**config.mk**
```make
export PLATFORM = sky130hd
export DESIGN_NAME = gb_dma_ctrl
export DESIGN_NICKNAME = d
export VERILOG_FILES = /design/src/rtl/gb_dma_pkg.sv /design/src/rtl/gb_dma_slot_timer.sv /design/src/rtl/gb_dma_ctrl.sv
export SDC_FILE = /design/constraint.sdc
export NUM_CORES = 1
export LEC_CHECK = 0
export CAP_MARGIN = 0
export CELL_PAD_IN_SITES_DETAIL_PLACEMENT = 1
export CELL_PAD_IN_SITES_GLOBAL_PLACEMENT = 2
export CORE_MARGIN = 4
export CORE_UTILIZATION = 38
export CTS_CLUSTER_DIAMETER = 30
export DETAILED_ROUTE_END_ITERATION = 10
export DONT_BUFFER_PORTS = 1
export GPL_ROUTABILITY_DRIVEN = 0
export PLACE_DENSITY_LB_ADDON = 0.3
export SLEW_MARGIN = 40
export SYNTH_ARGS = -nofsm -noshare
export SYNTH_HDL_FRONTEND = slang
export SYNTH_SLANG_ARGS = --single-unit
```
**constraint.sdc**
```tcl
create_clock -name clk -period 3.4 [get_ports clk]
set_input_delay 0.68 -clock clk [delete_from_list [all_inputs] [get_ports clk]]
set_output_delay 0.68 -clock clk [all_outputs]
set_load 0.02 [all_outputs]
```
**src/rtl/gb_dma_pkg.sv**
```systemverilog
// Shared constants for the Game Boy DMA controller: register map, FSM states,
// destination modes and the echo-RAM page remap.
package gb_dma_pkg;

    localparam logic [2:0] REG_OAMPG = 3'd0;
    localparam logic [2:0] REG_SRCH  = 3'd1;
    localparam logic [2:0] REG_SRCL  = 3'd2;
    localparam logic [2:0] REG_DSTH  = 3'd3;
    localparam logic [2:0] REG_DSTL  = 3'd4;
    localparam logic [2:0] REG_CTRL  = 3'd5;

    localparam logic [1:0] ST_IDLE  = 2'd0;
    localparam logic [1:0] ST_DELAY = 2'd1;
    localparam logic [1:0] ST_RUN   = 2'd2;
    localparam logic [1:0] ST_FLUSH = 2'd3;

    localparam logic MODE_OAM   = 1'b0;
    localparam logic MODE_BLOCK = 1'b1;

    // Byte index width: covers the 2048-byte maximum block transfer.
    localparam int IDX_W = 12;

    function automatic logic [7:0] echo_page(input logic [7:0] page, input logic mirror);
        return (mirror && page[7:5] == 3'b111) ? page - 8'h20 : page;
    endfunction

endpackage

```
**src/rtl/gb_dma_slot_timer.sv**
```systemverilog
// Tick counter for one byte slot; raises 'last' on the final tick of each slot.
module gb_dma_slot_timer #(
    parameter int STEP_TICKS = 4
) (
    input  logic clk,
    input  logic reset,
    input  logic clear,
    input  logic run,
    output logic last
);

    localparam int TW = (STEP_TICKS > 1) ? $clog2(STEP_TICKS) : 1;

    logic [TW-1:0] tick;

    assign last = run && (tick == TW'(STEP_TICKS - 1));

    always_ff @(posedge clk) begin
        if (reset || clear || !run || last) begin
            tick <= '0;
        end else begin
            tick <= tick + 1'b1;
        end
    end

endmodule

```
**src/rtl/gb_dma_ctrl.sv**
```systemverilog
// DMA engine: DMG-style OAM copy from FF46 and CGB-style block copy, one byte
// per slot with a one-slot read/write pipeline (read slot k, write slot k+1).
module gb_dma_ctrl
    import gb_dma_pkg::*;
#(
    parameter int   OAM_LEN     = 160,
    parameter int   STEP_TICKS  = 4,
    parameter int   DST_WIDTH   = 13,
    parameter logic MIRROR_ECHO = 1'b1
) (
    input  logic                 clk,
    input  logic                 reset,
    input  logic [2:0]           reg_adr,
    input  logic [7:0]           reg_din,
    input  logic                 reg_write,
    output logic [7:0]           reg_dout,
    output logic [15:0]          adr_rd,
    output logic                 rd,
    input  logic [7:0]           din,
    output logic [DST_WIDTH-1:0] adr_wr,
    output logic                 wr,
    output logic [7:0]           dout,
    output logic                 active,
    output logic                 mode,
    output logic [1:0]           dbg_state
);

    logic [1:0]           state;
    logic [7:0]           oampg, srch, srcl, dsth, dstl;
    logic [15:0]          base;
    logic [DST_WIDTH-1:0] dst;
    logic [IDX_W-1:0]     len_m1, idx;
    logic [6:0]           nblk_m1;
    logic [7:0]           buf_q;
    logic                 mode_q;
    logic                 slot_last, oam_start, blk_start, finishing;
    logic                 rd_en, wr_en;
    logic [7:0]           ctrl_rd, rd_mux;
    logic [15:0]          dst_cfg;

    gb_dma_slot_timer #(.STEP_TICKS(STEP_TICKS)) u_timer (
        .clk   (clk),
        .reset (reset),
        .clear (oam_start || blk_start),
        .run   (active),
        .last  (slot_last)
    );

    assign active    = (state != ST_IDLE);
    assign mode      = mode_q;
    assign dbg_state = state;
    assign dst_cfg   = {dsth, dstl[7:4], 4'h0};

    // An OAM start always wins (abort/restart); a block start is only taken
    // when idle or on the very last clock of the closing FLUSH slot.
    assign oam_start = reg_write && (reg_adr == REG_OAMPG);
    assign finishing = (state == ST_FLUSH) && slot_last;
    assign blk_start = reg_write && (reg_adr == REG_CTRL) && !reg_din[7] && (!active || finishing);

    assign rd_en = (state == ST_RUN) && !reset;
    assign wr_en = (((state == ST_RUN) && (idx != '0)) || (state == ST_FLUSH)) && !oam_start && !reset;

    assign rd     = rd_en;
    assign adr_rd = rd_en ? base + 16'(idx) : 16'h0000;
    assign wr     = wr_en;
    assign adr_wr = wr_en ? dst + DST_WIDTH'(idx - IDX_W'(1)) : '0;
    assign dout   = wr_en ? buf_q : 8'h00;

    always_comb begin
        ctrl_rd = 8'hFF;
        if (active && mode_q == MODE_BLOCK) begin
            ctrl_rd = {1'b0, (state == ST_FLUSH) ? 7'd0 : nblk_m1 - idx[10:4]};
        end
    end

    always_comb begin
        rd_mux = 8'hFF;
        case (reg_adr)
            REG_OAMPG: rd_mux = oampg;
            REG_SRCH:  rd_mux = srch;
            REG_SRCL:  rd_mux = srcl;
            REG_DSTH:  rd_mux = dsth;
            REG_DSTL:  rd_mux = dstl;
            REG_CTRL:  rd_mux = ctrl_rd;
            default:   rd_mux = 8'hFF;
        endcase
    end

    always_ff @(posedge clk) begin
        if (reset) begin
            state    <= ST_IDLE;
            oampg    <= 8'h00;
            srch     <= 8'h00;
            srcl     <= 8'h00;
            dsth     <= 8'h00;
            dstl     <= 8'h00;
            base     <= 16'h0000;
            dst      <= '0;
            len_m1   <= '0;
            nblk_m1  <= 7'd0;
            idx      <= '0;
            buf_q    <= 8'h00;
            mode_q   <= MODE_OAM;
            reg_dout <= 8'hFF;
        end else begin
            reg_dout <= rd_mux;
            if (reg_write) begin
                case (reg_adr)
                    REG_OAMPG: oampg <= reg_din;
                    REG_SRCH:  srch  <= reg_din;
                    REG_SRCL:  srcl  <= reg_din;
                    REG_DSTH:  dsth  <= reg_din;
                    REG_DSTL:  dstl  <= reg_din;
                    default:   ;
                endcase
            end
            if (oam_start) begin
                state  <= ST_DELAY;
                idx    <= '0;
                base   <= {echo_page(reg_din, MIRROR_ECHO), 8'h00};
                dst    <= '0;
                len_m1 <= IDX_W'(OAM_LEN - 1);
                mode_q <= MODE_OAM;
            end else if (blk_start) begin
                state   <= ST_DELAY;
                idx     <= '0;
                base    <= {srch, srcl[7:4], 4'h0};
                dst     <= dst_cfg[DST_WIDTH-1:0];
                len_m1  <= {1'b0, reg_din[6:0], 4'hF};
                nblk_m1 <= reg_din[6:0];
                mode_q  <= MODE_BLOCK;
            end else if (slot_last) begin
                case (state)
                    ST_DELAY: state <= ST_RUN;
                    ST_RUN: begin
                        buf_q <= din;
                        idx   <= idx + IDX_W'(1);
                        if (idx == len_m1) state <= ST_FLUSH;
                    end
                    ST_FLUSH: state <= ST_IDLE;
                    default:  ;
                endcase
            end
        end
    end

endmodule

```
# Yosys cells after proc, flatten, opt, wreduce, memory -nomap -nowiden
# Cells that the tools add are included.
# Widths: inputs -> output; s select.
[totals] ff_bits=112 inputBits=22 out_inout_bits=51 wordCells=96
[classes] n_addsub=7 n_eq_ne=13 n_mux=16 bitwise=2 n_reduce_logical=40
[ops] op="$mux 16" n=3
[ops] op="$pmux 8 s6" n=1
[ops] op="$mux 8" n=5
[ops] op="$add 16x12->16" n=1
[ops] op="$reduce_and 2->1" n=7
[ops] op="$add 13x13->13" n=1
[ops] op="$mux 13" n=1
[ops] op="$sub 12x1->13 const B" n=1
[ops] op="$add 12x1->12 const B" n=1
[ops] op="$eq 12x11->1" n=1
[ops] op="$reduce_bool 12->1" n=1
[ops] op="$logic_and 1x1->1" n=11
[ops] op="$eq 3x3->1 const B" n=3
[ops] op="$sub 8x6->8 const B" n=1
[ops] op="$mux 7" n=1
[ops] op="$sub 7x7->7" n=1
[ops] op="$eq 2x2->1 const B" n=3
[ops] op="$eq 3x2->1 const B" n=2
[ops] op="$logic_or 1x1->1" n=6
[ops] op="$pmux 2 s3" n=1
[ops] op="$reduce_and 3->1" n=2
[ops] op="$reduce_bool 3->1" n=2
[ops] op="$reduce_bool 5->1" n=1
[ops] op="$logic_not 1->1" n=4
[ops] op="13 further kinds" n=17

# Longest topological paths before layout
[logic_depth] ltp_word=9 depth_mapped=10

# Hierarchy
# Synthesis repeated with hierarchy kept, for this count alone.
[hier_totals] cells_unflattened=780 hier_area_um2=6077.1
[modules_own_cells] module="gb_dma_ctrl" n_inst=1 cells_each=773 area_each_um2=5973.2 seq_area_each_um2=2142.1
[modules_own_cells] module="gb_dma_slot_timer" n_inst=1 cells_each=7 area_each_um2=103.8 seq_area_each_um2=40.0

# Least setup slack after synthesis
# Ideal clock, no wire load.
[synth_timing] path_type="reg-to-output" from="register idx[5]" to="output port adr_wr[9]" arrival_time_ps=2318 required_time_ps=2720 slack_ps=402 path_stages_with_launch=10 n_path_buf=0 path_cell_list="dfxtp_1 inv_1 ha_1 inv_1 ha_1 o21a_1 o31a_1 o2111ai_1 and3_1 nor3_1"
[synth_between] elab_chain_len=6 elab_cells_between_ends=8 classes_between="2 x add/sub; 1 x mux; 5 x reduce/logical"
[synth_rtl] element="start, declared" line="gb_dma_ctrl.sv:32" rtl="logic [IDX_W-1:0] len_m1, idx;"
[synth_rtl] element="start signal, assigned" line="gb_dma_ctrl.sv:137" rtl="idx <= idx + IDX_W'(1);"
[synth_rtl] element="parallel branches: the longest is 5 deep, another holds $sub 12x1->13"
[synth_rtl] element="$mux 13 *" line="gb_dma_ctrl.sv:66" rtl="assign adr_wr = wr_en ? dst + DST_WIDTH'(idx - IDX_W'(1)) : '0;"
[synth_rtl] element="end, declared" line="gb_dma_ctrl.sv:20" rtl="output logic [DST_WIDTH-1:0] adr_wr,"
# Mark *: on every way between the ends.

# Worst setup path after layout
[layout_timing] from="register idx[4]" to="output port adr_wr[9]"
# The elaborated chain is that of the path after synthesis.

==> flow_metrics.tcl <==
set metrics [dict create \
    rows 45 \
    die_area_um2 17900 \
    mostFrequentLayoutCell "nand2_1" \
    layout_common_cells "144 x nand2_1, 99 x dfxtp_1, 82 x a21oi_1, 62 x nor2_1, 49 x inv_1" \
    status "complete, no violations" \
    syn-cell-area_um2 6020 \
    cts.sinks 109 \
    port_buffers 0 \
    wl_um 18500 \
    vdd_drop_max_mv 0.211 \
    path_clk_slew_ns 0.07 \
    period_share_pct 97.1 \
    ctsHoldBuffers 0 \
    crit_fanout 6 \
    grt_pass1_vias 5418 \
    use_met2_pct 37.0 \
    finClkSkew_ns 0.00805 \
    wl_per_cell_um 19.4 \
    met1_usage_pct 24.8 \
    relSlewSlack_pct 52.9 \
    pwr_density_cell_nw_per_um2 374 \
    syn_inst 743 \
    maxCapViolations 0 \
    htreeDepth 3 \
    start_util_pct 39.2 \
    die_w_um 134 \
    use_met3_pct 3.68 \
    tightest_slew_ns 0.704 \
    clk_path_buf_depth 2 \
    path_class "reg2out" \
    min_path_type "in2reg" \
    period_needed_ns 3.30 \
    ys_seq_area_share_pct 36.3 \
    pre_cts_ws_ns 0.306 \
    required_ns 2.72 \
    final_core_util_pct 43.2 \
    viasPerCell 5.46 \
    die_h_um 134 \
    area_growth_pct 10.3 \
    fillers 1826 \
    drcViolationCount 0 \
    synth_cell_type_count 63 \
    drt_iter0_drc 236 \
    timing.final.hold_violations 0 \
    grt_usage_pct 20.6 \
    finalMaxSlewViolations 0 \
    diodes 0 \
    root_buffer "clkbuf_16" \
    post-dp-hpwl_um 14000 \
    coreArea_um2 15400 \
    setup_viol 0 \
    p_leak_nw 2.45 \
    post_dp_cell_area_um2 6230 \
    drt-pass1-iter-count 5 \
    ys_ff_latch 109 \
    antenna_found_initial 0 \
    io_pins 73 \
    grt_max_degree 71 \
    grt_overflow_total 0 \
    worst_slack_ns 0.0987 \
    routed-via-count 5204 \
    fin_area_um2 6640 \
    yosysWarnings 0 \
    final_net_count 803 \
    synth_edf_count 0 \
    grt_busiest_layer "met2" \
    worstSetupEndpointType "output pin" \
    cts_tree "yes" \
    arrival_ns 2.62 \
    cts_buffers 9 \
    async_reset_ff_share_pct 0 \
    synth-main-ff-cell "dfxtp_1" \
    fin_tns_setup_ns 0 \
    grt_pass1_wl_um 29100 \
    insertion_delay_ns 0.35 \
    drive_gt1_share_pct 10.6 \
    syn-num-nets 809 \
    ant_nets 0 \
    placedCellCount 935 \
    crit_path_start_kind "register" \
    fmaxAchievable_ghz 0.303 \
    final_cell_count_no_fill 953 \
    syn_avg_cell_area_um2 8.10 \
]
-- worst max-delay path, cell delays in order, from the launching register on --
cell and delay (ns):
dfxtp_4 0.39, inv_1 0.10, ha_1 0.28, inv_1 0.04, ha_2 0.38, o21a_1 0.14, o31a_1 0.24, o2111ai_1 0.15
and3_1 0.21, nor3_1 0.17, buf_4 0.17
-- routing by layer --
layer	routed length [um]	part of all wire (%)	vias up
met4	402	2.2	0
li1	-	-	2524
met5	0	0	-
met3	846	4.6	27
met2	9390	51	109
met1	7860	42	2544
-- area by class of cell --
cell class                 count  area (um^2)  share of cell area (%)
clock buffer                  11          233                    3.51
clock inverter                 5         57.6                   0.867
inverter                      52          196                    2.96
multi-input combinational    547         3550                    53.4
sequential                   109         2200                    33.2
tap                          211          264                    3.98
timing repair buffer          18          135                    2.04
-- flip-flops by register name, indices dropped and copies added (netlist names), 8 cells and up --
| signal | flops |
|---|---|
| dst | 9 |
| srcl | 8 |
| reg_dout | 8 |
| buf_q | 8 |
| idx | 12 |
| base | 12 |
| dstl | 8 |
| oampg | 8 |
| len_m1 | 8 |
| dsth | 8 |
| srch | 8 |
-- power breakdown --
| group | leakage, nW | internal [mW] | switching (mW) |
|---|---|---|---|
| logic | 1.42 | 0.0418 | 0.0636 |
| clock network | 0.144 | 0.575 | 0.480 |
| registers | 0.889 | 1.30 | 0.0275 |
| total | 2.45 | 1.91 | 0.571 |
-- metrics by stage --
step | hold WS [ns] | total power [mW]
after floorplan | 0.407 | 1.45
after global routing | 0.386 | 2.59
final | 0.406 | 2.48
after detailed placement | 0.430 | 1.46
after global placement | 0.416 | 1.46
after CTS | 0.380 | 2.52
-- final timing paths --
check | startpoint | end | slack, ns | depth (start not counted)
min | reset | buf_q[2] | 0.41 | 1
max reg2reg | dbg_state[0] | idx[11] | 1.01 | 5
max | idx[4] | adr_wr[9] | 0.1 | 10
min reg2reg | u_timer.tick[0] | u_timer.tick[0] | 0.44 | 1
-- what timing repair did --
item                                    4_1_cts  5_1_grt
gates resized for setup                       7       24
buffers inserted                              0        2
endpoints found under the setup margin        4       17
pin swaps                                     0        1
-- logic make-up (layout without fill, tap and decap cells) --
family | count (synthesis) | count (layout) | share of synthesized area [%]
DFF | 109 | 109 | 36.3
buffers and inverters | 87 | 86 | 6.03
muxes | 24 | 24 | 5.47
AOI/OAI and AO/OA | 160 | 160 | 16.5
xor gates and xnor gates | 32 | 32 | 4.66
adders and majority gates | 44 | 44 | 9.52
and+or+nand+nor | 287 | 287 | 21.6
-- cell usage after synthesis (all sizes together), types with 4 or more instances --
cell type,n,area [um^2]
nand2b,5,33.8
clkbuf,17,63.8
o21ai,15,75.1
a21oi,83,415
a211oi,7,52.6
and2,12,75.1
mux2i,16,160
ha,41,513
a31oi,9,56.3
xor2,14,123
nand3,11,55.1
a22oi,4,30.0
buf,18,104
and3,6,37.5
mux4,7,158
nand2,145,544
nor3,6,30.0
nand4,5,31.3
o211ai,5,37.5
nor2,69,267
a21o,7,52.6
dfxtp,109,2180
nor4,6,50.0
o21a,6,45.0
inv,52,195
xnor2,18,158
(Power assumes the default switching activity.)
